<file path="config.mk">
export PLATFORM = sky130hd
export DESIGN_NAME = multiport_load_queue
export DESIGN_NICKNAME = d
export VERILOG_FILES = /design/src/rtl/multiport_load_queue.sv
export SDC_FILE = /design/constraint.sdc
export NUM_CORES = 2
export LEC_CHECK = 0
export ABC_CLOCK_PERIOD_IN_PS = 7200
export BUFFER_PORTS_ARGS = -buffer_cell sky130_fd_sc_hd__buf_2
export CORE_AREA = 3 3 514 516
export DETAILED_ROUTE_END_ITERATION = 10
export DIE_AREA = 0 0 517 519
export GPL_TIMING_DRIVEN = 0
export MAX_ROUTING_LAYER = met4
export PLACE_DENSITY = 0.51
export SKIP_CTS_REPAIR_TIMING = 1
export SLEW_MARGIN = 25
export SYNTH_ARGS = -nofsm -noshare
export SYNTH_HDL_FRONTEND = slang
export SYNTH_SLANG_ARGS = --single-unit
</file>
<file path="constraint.sdc">
create_clock -name clk -period 7.2 [get_ports clk]
set_input_delay 2.16 -clock clk [delete_from_list [all_inputs] [get_ports clk]]
set_output_delay 2.16 -clock clk [all_outputs]
set_load 0.05 [all_outputs]
</file>
<file path="src/rtl/multiport_load_queue.sv">
// Multi-lane circular load queue: group allocation, AGU address writeback,
// sleep/wakeup, store forwarding, in-order retire and pipeline flush.
module multiport_load_queue #(
  parameter int XLEN          = 32,
  parameter int ROB_TAG_WIDTH = 32,
  parameter int LDQ_SIZE      = 8,
  parameter int STQ_SIZE      = 8,
  parameter int ALLOC_PORTS   = 2,
  parameter int AGU_PORTS     = 2
) (
  input  logic                                           clk,
  input  logic                                           reset,
  input  logic [ALLOC_PORTS-1:0]                         alloc_valid,
  input  logic [ALLOC_PORTS-1:0][ROB_TAG_WIDTH-1:0]      alloc_rob_tag,
  input  logic [ALLOC_PORTS-1:0][STQ_SIZE-1:0]           alloc_store_mask,
  output logic                                           alloc_ready,
  output logic [ALLOC_PORTS-1:0][$clog2(LDQ_SIZE)-1:0]   alloc_index,
  input  logic [AGU_PORTS-1:0]                           agu_valid,
  input  logic [AGU_PORTS-1:0][XLEN-1:0]                 agu_address,
  input  logic [AGU_PORTS-1:0][ROB_TAG_WIDTH-1:0]        agu_rob_tag,
  input  logic                                           cdb_active,
  input  logic [ROB_TAG_WIDTH-1:0]                       cdb_tag,
  input  logic                                           load_fired,
  input  logic [$clog2(LDQ_SIZE)-1:0]                    load_fired_index,
  input  logic                                           load_fired_sleep,
  input  logic [ROB_TAG_WIDTH-1:0]                       load_fired_sleep_rob_tag,
  input  logic                                           load_fired_forward,
  input  logic [$clog2(STQ_SIZE)-1:0]                    load_fired_forward_index,
  input  logic                                           load_succeeded,
  input  logic [ROB_TAG_WIDTH-1:0]                       load_succeeded_rob_tag,
  input  logic                                           rob_commit,
  input  logic [ROB_TAG_WIDTH-1:0]                       rob_commit_tag,
  input  logic [LDQ_SIZE-1:0]                            order_failures,
  input  logic                                           store_fired,
  input  logic [$clog2(STQ_SIZE)-1:0]                    store_fired_index,
  input  logic                                           flush,
  output logic [LDQ_SIZE-1:0]                            ldq_valid,
  output logic [LDQ_SIZE-1:0][XLEN-1:0]                  ldq_address,
  output logic [LDQ_SIZE-1:0]                            ldq_address_valid,
  output logic [LDQ_SIZE-1:0]                            ldq_sleeping,
  output logic [LDQ_SIZE-1:0][ROB_TAG_WIDTH-1:0]         ldq_sleep_rob_tag,
  output logic [LDQ_SIZE-1:0]                            ldq_executed,
  output logic [LDQ_SIZE-1:0]                            ldq_succeeded,
  output logic [LDQ_SIZE-1:0]                            ldq_committed,
  output logic [LDQ_SIZE-1:0]                            ldq_order_fail,
  output logic [LDQ_SIZE-1:0][STQ_SIZE-1:0]              ldq_store_mask,
  output logic [LDQ_SIZE-1:0]                            ldq_forwarded,
  output logic [LDQ_SIZE-1:0][$clog2(STQ_SIZE)-1:0]      ldq_forward_stq_index,
  output logic [LDQ_SIZE-1:0][ROB_TAG_WIDTH-1:0]         ldq_rob_tag,
  output logic [LDQ_SIZE-1:0]                            ldq_rotated_valid,
  output logic [LDQ_SIZE-1:0]                            ldq_rotated_address_valid,
  output logic [LDQ_SIZE-1:0]                            ldq_rotated_sleeping,
  output logic [LDQ_SIZE-1:0]                            ldq_rotated_executed,
  output logic [$clog2(LDQ_SIZE)-1:0]                    head,
  output logic [$clog2(LDQ_SIZE)-1:0]                    tail,
  output logic [$clog2(LDQ_SIZE):0]                      count,
  output logic                                           full,
  output logic                                           empty
);

  localparam int IW = $clog2(LDQ_SIZE);
  localparam int SW = $clog2(STQ_SIZE);
  localparam int CW = IW + 1;

  typedef struct packed {
    logic                     valid;
    logic [XLEN-1:0]          address;
    logic                     address_valid;
    logic                     sleeping;
    logic [ROB_TAG_WIDTH-1:0] sleep_rob_tag;
    logic                     executed;
    logic                     succeeded;
    logic                     committed;
    logic                     order_fail;
    logic [STQ_SIZE-1:0]      store_mask;
    logic                     forwarded;
    logic [SW-1:0]            forward_stq_index;
    logic [ROB_TAG_WIDTH-1:0] rob_tag;
  } entry_t;

  entry_t [LDQ_SIZE-1:0] ent;
  entry_t [LDQ_SIZE-1:0] ent_nxt;

  logic          retire;
  logic          do_alloc;
  logic [IW-1:0] lane_offset;
  logic [CW-1:0] n_alloc;
  logic [CW-1:0] n_commit;
  logic [IW-1:0] head_nxt;
  logic [IW-1:0] tail_nxt;
  logic [CW-1:0] count_nxt;

  assign retire      = ent[head].committed;
  assign alloc_ready = (count <= CW'(LDQ_SIZE - ALLOC_PORTS));
  assign full        = (count == CW'(LDQ_SIZE));
  assign empty       = (count == '0);
  assign do_alloc    = alloc_ready && !flush && (|alloc_valid);

  // Lane k lands at tail plus the number of requesting lanes below it.
  always_comb begin
    lane_offset = '0;
    for (int k = 0; k < ALLOC_PORTS; k++) begin
      alloc_index[k] = tail + lane_offset;
      if (alloc_valid[k]) lane_offset = lane_offset + IW'(1);
    end
    n_alloc = {1'b0, lane_offset};
    n_commit = '0;
    for (int i = 0; i < LDQ_SIZE; i++) begin
      if (ent[i].valid && ent[i].committed) n_commit = n_commit + CW'(1);
    end
  end

  always_comb begin
    ent_nxt = ent;
    for (int i = 0; i < LDQ_SIZE; i++) begin
      if (ent[i].valid) begin
        for (int l = 0; l < AGU_PORTS; l++) begin
          if (agu_valid[l] && (agu_rob_tag[l] == ent[i].rob_tag)) begin
            ent_nxt[i].address       = agu_address[l];
            ent_nxt[i].address_valid = 1'b1;
          end
        end
        if (ent[i].sleeping && cdb_active && (cdb_tag == ent[i].sleep_rob_tag))
          ent_nxt[i].sleeping = 1'b0;
        // Applied after wakeup so a fresh sleep overrides a same-cycle wakeup.
        if (load_fired && (load_fired_index == IW'(i))) begin
          if (load_fired_sleep) begin
            ent_nxt[i].sleeping      = 1'b1;
            ent_nxt[i].executed      = 1'b0;
            ent_nxt[i].sleep_rob_tag = load_fired_sleep_rob_tag;
          end else begin
            ent_nxt[i].executed = 1'b1;
            ent_nxt[i].sleeping = 1'b0;
            if (load_fired_forward) begin
              ent_nxt[i].forwarded         = 1'b1;
              ent_nxt[i].forward_stq_index = load_fired_forward_index;
              ent_nxt[i].succeeded         = 1'b1;
            end
          end
        end
        if (load_succeeded && (load_succeeded_rob_tag == ent[i].rob_tag))
          ent_nxt[i].succeeded = 1'b1;
        if (rob_commit && (rob_commit_tag == ent[i].rob_tag))
          ent_nxt[i].committed = 1'b1;
        ent_nxt[i].order_fail = ent[i].order_fail | order_failures[i];
      end
      if (do_alloc) begin
        for (int k = 0; k < ALLOC_PORTS; k++) begin
          if (alloc_valid[k] && (alloc_index[k] == IW'(i))) begin
            ent_nxt[i]            = '0;
            ent_nxt[i].valid      = 1'b1;
            ent_nxt[i].rob_tag    = alloc_rob_tag[k];
            ent_nxt[i].store_mask = alloc_store_mask[k];
          end
        end
      end
      if (store_fired) ent_nxt[i].store_mask[store_fired_index] = 1'b0;
      if (flush && ent[i].valid && !ent[i].committed) ent_nxt[i] = '0;
      if (retire && (head == IW'(i))) ent_nxt[i] = '0;
    end
  end

  // Committed entries are contiguous from head, so the survivors end at head+n_commit.
  always_comb begin
    head_nxt = retire ? head + IW'(1) : head;
    if (flush) begin
      tail_nxt  = head + n_commit[IW-1:0];
      count_nxt = n_commit - CW'(retire);
    end else begin
      tail_nxt  = do_alloc ? tail + n_alloc[IW-1:0] : tail;
      count_nxt = count + (do_alloc ? n_alloc : '0) - CW'(retire);
    end
  end

  always_ff @(posedge clk) begin
    if (reset) begin
      ent   <= '0;
      head  <= '0;
      tail  <= '0;
      count <= '0;
    end else begin
      ent   <= ent_nxt;
      head  <= head_nxt;
      tail  <= tail_nxt;
      count <= count_nxt;
    end
  end

  for (genvar i = 0; i < LDQ_SIZE; i++) begin : g_out
    assign ldq_valid[i]             = ent[i].valid;
    assign ldq_address[i]           = ent[i].address;
    assign ldq_address_valid[i]     = ent[i].address_valid;
    assign ldq_sleeping[i]          = ent[i].sleeping;
    assign ldq_sleep_rob_tag[i]     = ent[i].sleep_rob_tag;
    assign ldq_executed[i]          = ent[i].executed;
    assign ldq_succeeded[i]         = ent[i].succeeded;
    assign ldq_committed[i]         = ent[i].committed;
    assign ldq_order_fail[i]        = ent[i].order_fail;
    assign ldq_store_mask[i]        = ent[i].store_mask;
    assign ldq_forwarded[i]         = ent[i].forwarded;
    assign ldq_forward_stq_index[i] = ent[i].forward_stq_index;
    assign ldq_rob_tag[i]           = ent[i].rob_tag;
  end

  always_comb begin
    for (int j = 0; j < LDQ_SIZE; j++) begin
      ldq_rotated_valid[j]         = ent[head + IW'(j)].valid;
      ldq_rotated_address_valid[j] = ent[head + IW'(j)].address_valid;
      ldq_rotated_sleeping[j]      = ent[head + IW'(j)].sleeping;
      ldq_rotated_executed[j]      = ent[head + IW'(j)].executed;
    end
  end

endmodule

</file>
==> impl_metrics.env <==
export IMPL_timing_worst_slew_pin_value_ps=1290
export IMPL_ctsRootBufferMaster="sky130_fd_sc_hd__clkbuf_16"
export IMPL_drive_gt1_share_pct=20.9
export IMPL_combinational_fraction_of_design_power_pct=20.3
export IMPL_final_critical_path_setup_slack_ps=420
export IMPL_clock_tree_from_tritoncts="yes"
export IMPL_die_area_mm2=0.268
export IMPL_gr_usage_all_layers_pct=36.7
export IMPL_synth_edff_count=0
export IMPL_worst_case_headroom_to_the_max_slew_limit_pct=14.3
export IMPL_internal_power_uw=9570
export IMPL_cts_sink_count=930
export IMPL_dp_final_hpwl_mm=395
export IMPL_maxCapViolations=0
export IMPL_avgViaCountPerCell=5.65
export IMPL_syn2layout_area_growth_pct=27.2
export IMPL_setup_tns_ps=0
export IMPL_run_status="completed"
export IMPL_grt_first_pass_wirelength_mm=636
export IMPL_synth_async_reset_ratio_pct=0
export IMPL_crit_fanout=10
export IMPL_cts_max_path_buffers=3
export IMPL_seq_area_frac_synth_pct=32.8
export IMPL_die_height_um=519
export IMPL_power_share_sequential_pct=35.8
export IMPL_critPathArrivalTime_ps=4620
export IMPL_netlist_instances=7375
export IMPL_antenna_found_initial=106
export IMPL_yosysMostFrequentCell="sky130_fd_sc_hd__dfxtp_1"
export IMPL_min_period_ps=6780
export IMPL_drc=0
export IMPL_detailedRoute_firstPassIterationCount=7
export IMPL_grt_setup_unrepaired="false"
export IMPL_netSwitchingFraction_pct=35.2
export IMPL_timing_critical_path_from_type="flop"
export IMPL_initial_core_util_pct=21.9
export IMPL_fin_cells=12200
export IMPL_clock_skew_ps=95.1
export IMPL_synth_warning_count=0
export IMPL_finalNetCount=9009
export IMPL_switchingPower_uw=5210
export IMPL_synth_seq_cells=930
export IMPL_num_io_pins=1338
export IMPL_post_synthesis_net_count=7773
export IMPL_totalWireLength_mm=506
export IMPL_cp_end_kind="output port"
export IMPL_place_congestion=1.13
export IMPL_wl_per_cell_um=41.5
export IMPL_grt_max_degree=20
export IMPL_synth_area_per_cell_um2=7.70
export IMPL_clkSlewWorstSetupHoldPaths_ps=60
export IMPL_p_clk_share_pct=44.0
export IMPL_clkLatencyLatePin_ps=840
export IMPL_hold_class="flop to flop"
export IMPL_setup_viol_count_final=0
export IMPL_detailedRoute_firstIterationViolations=11300
export IMPL_grt_ovfl_total=0
export IMPL_synth_largest_type_area_fraction_pct=32.8
export IMPL_power_leakage_uw=0.0296
export IMPL_final_hold_viol_count=0
export IMPL_die_width_um=517
export IMPL_dp_worst_setup_slack_ps=-121
export IMPL_yosys_area_top_type="sky130_fd_sc_hd__dfxtp_1"
export IMPL_worst_ep_required_time_ps=5040
export IMPL_critPathKind="flop to output port"
export IMPL_areal_power_density_over_the_cells_mw_per_mm2=205
export IMPL_first_global_vias=61400
export IMPL_dp_cells=11900
export IMPL_numCtsBuffers=117
export IMPL_core_area_mm2=0.260
export IMPL_core_rowCount=187
export IMPL_buffer_ports_inserted=1056
export IMPL_ys_types=71
export IMPL_ys_top_cells_by_count="930 x sky130_fd_sc_hd__dfxtp_1, 797 x sky130_fd_sc_hd__nor2_1, 762 x sky130_fd_sc_hd__clkbuf_1, 742 x sky130_fd_sc_hd__xnor2_1, 667 x sky130_fd_sc_hd__nand2_1"
export IMPL_ys_dominant_reg_cell="sky130_fd_sc_hd__dfxtp_1"
export IMPL_detail_route_antenna_nets=0
export IMPL_synth_top_cells_by_area="sky130_fd_sc_hd__dfxtp_1 33%, sky130_fd_sc_hd__xnor2_1 11%, sky130_fd_sc_hd__xor2_1 8.5%"
export IMPL_timing_final_max_slew_violations=0
export IMPL_final_period_utilization_pct=94.2
export IMPL_post_synth_instance_area_mm2=0.0568
export IMPL_cts_htree_levels=3
export IMPL_highest_attainable_clock_frequency_mhz=148
export IMPL_dr_total_vias=68900
export IMPL_vdd_ir_drop_max_mv=0.217
export IMPL_worst_hold_slack_ps=461
## worst max-delay path: stages (launching register included)
cell and delay [ps]:
sky130_fd_sc_hd__dfxtp_2 610, sky130_fd_sc_hd__clkbuf_2 390, sky130_fd_sc_hd__clkbuf_1 590, sky130_fd_sc_hd__inv_1 330, sky130_fd_sc_hd__ha_2 630, sky130_fd_sc_hd__clkbuf_2 420
sky130_fd_sc_hd__mux4_2 400, sky130_fd_sc_hd__nand2_1 90, sky130_fd_sc_hd__nand2_1 110, sky130_fd_sc_hd__buf_2 240
## cells by family after synthesis
| group | after synthesis | share of synthesized area [%] |
|---|---|---|
| mux | 63 | 1.86 |
| flops | 930 | 32.8 |
| buf+inv | 1028 | 7.17 |
| simple gates | 2240 | 18.4 |
| compound gates | 1784 | 19.0 |
| xor+xnor | 1299 | 20.1 |
| fa+ha+maj | 31 | 0.723 |
## path summary, 6_finish.rpt
check	startpoint	to	slack, ps	cells past startpoint
setup / recovery	head[1]$_SDFFE_PP0N_	ldq_rotated_executed[1]	420	9
hold / removal	ldq_forward_stq_index[14]$_SDFF_PP0_	ldq_forward_stq_index[14]$_SDFF_PP0_	460	2
setup reg to reg	ldq_committed[1]$_SDFF_PP0_	count[3]$_SDFF_PP0_	650	23
hold reg to reg	ldq_forward_stq_index[14]$_SDFF_PP0_	ldq_forward_stq_index[14]$_SDFF_PP0_	460	2
## cells in the final DEF (no fill, tap or decap), drive strengths merged, types with 5 or more instances in the layout
cell,netlist,layout
a21oi,564,564
nor4,176,176
nand3,59,59
clkinvlp,0,7
a211oi,261,261
inv,32,36
xor2,554,554
nand4,226,226
ha,28,28
a31oi,7,7
nor3,124,124
clkinv,3,32
and4,5,5
mux4,34,34
or4,15,15
a21boi,9,9
clkbuf,776,952
xnor2,743,743
buf,217,1330
a2111oi,7,7
and3,7,7
or3b,96,96
a211o,9,9
diode,0,72
and2,7,7
o22ai,259,259
dfxtp,930,930
nor2b,9,9
o21ai,478,478
a41oi,7,7
or2,10,10
nand2b,11,11
bufinv,0,9
nor2,812,812
nand2,667,667
a21o,163,163
mux2i,28,28
## metal layers
layer  up-vias  track usage (%)  routed length [um]
met5         -                -                   0
met2      6078             48.1              195000
met3      1471             18.1               77500
met4         0             24.6               40900
met1     33600             43.5              192000
li1      27700                -                   -
## power by group through the flow
stage	sequential, uW	combinational (uW)	clock [uW]
2_1_floorplan	5610	1210	0
3_3_place_gp	5400	2730	0
3_5_place_dp	5400	2810	0
4_1_cts	5280	2810	6520
5_1_grt	5290	2950	6700
6_report	5290	2990	6500
## sequential cells by signal, summed over array words and instances, names as in the netlist
signal,flops
ldq_sleeping,8
ldq_sleep_rob_tag,256
ldq_store_mask,64
ldq_succeeded,8
ldq_executed,8
ldq_committed,8
tail,3
ldq_rob_tag,256
count,4
ldq_order_fail,8
ldq_forwarded,8
ldq_address_valid,8
ldq_address,256
ldq_forward_stq_index,24
head,3
ldq_valid,8
## area by class of cell
class,instances,area [um2]
repair buffers,1118,6570
flip-flops and latches,930,18600
clock buffers,172,3450
plain buffers,992,4160
inverters,35,131
diodes,72,180
multi-input cells,5417,34200
clock inverters,49,658
well taps,3402,4260
fillers,28800,187000
## metrics by stage
stage / area, um2 / power [uW] / utilization [%]
finish: 72200 / 14800 / 27.8
global route: 72200 / 14900 / 27.8
CTS: 72000 / 14600 / 27.7
detailed placement: 67900 / 8200 / 26.1
global placement: 66300 / 8130 / 25.5
floorplan: 56800 / 6820 / -
(Power assumes the default switching activity.)
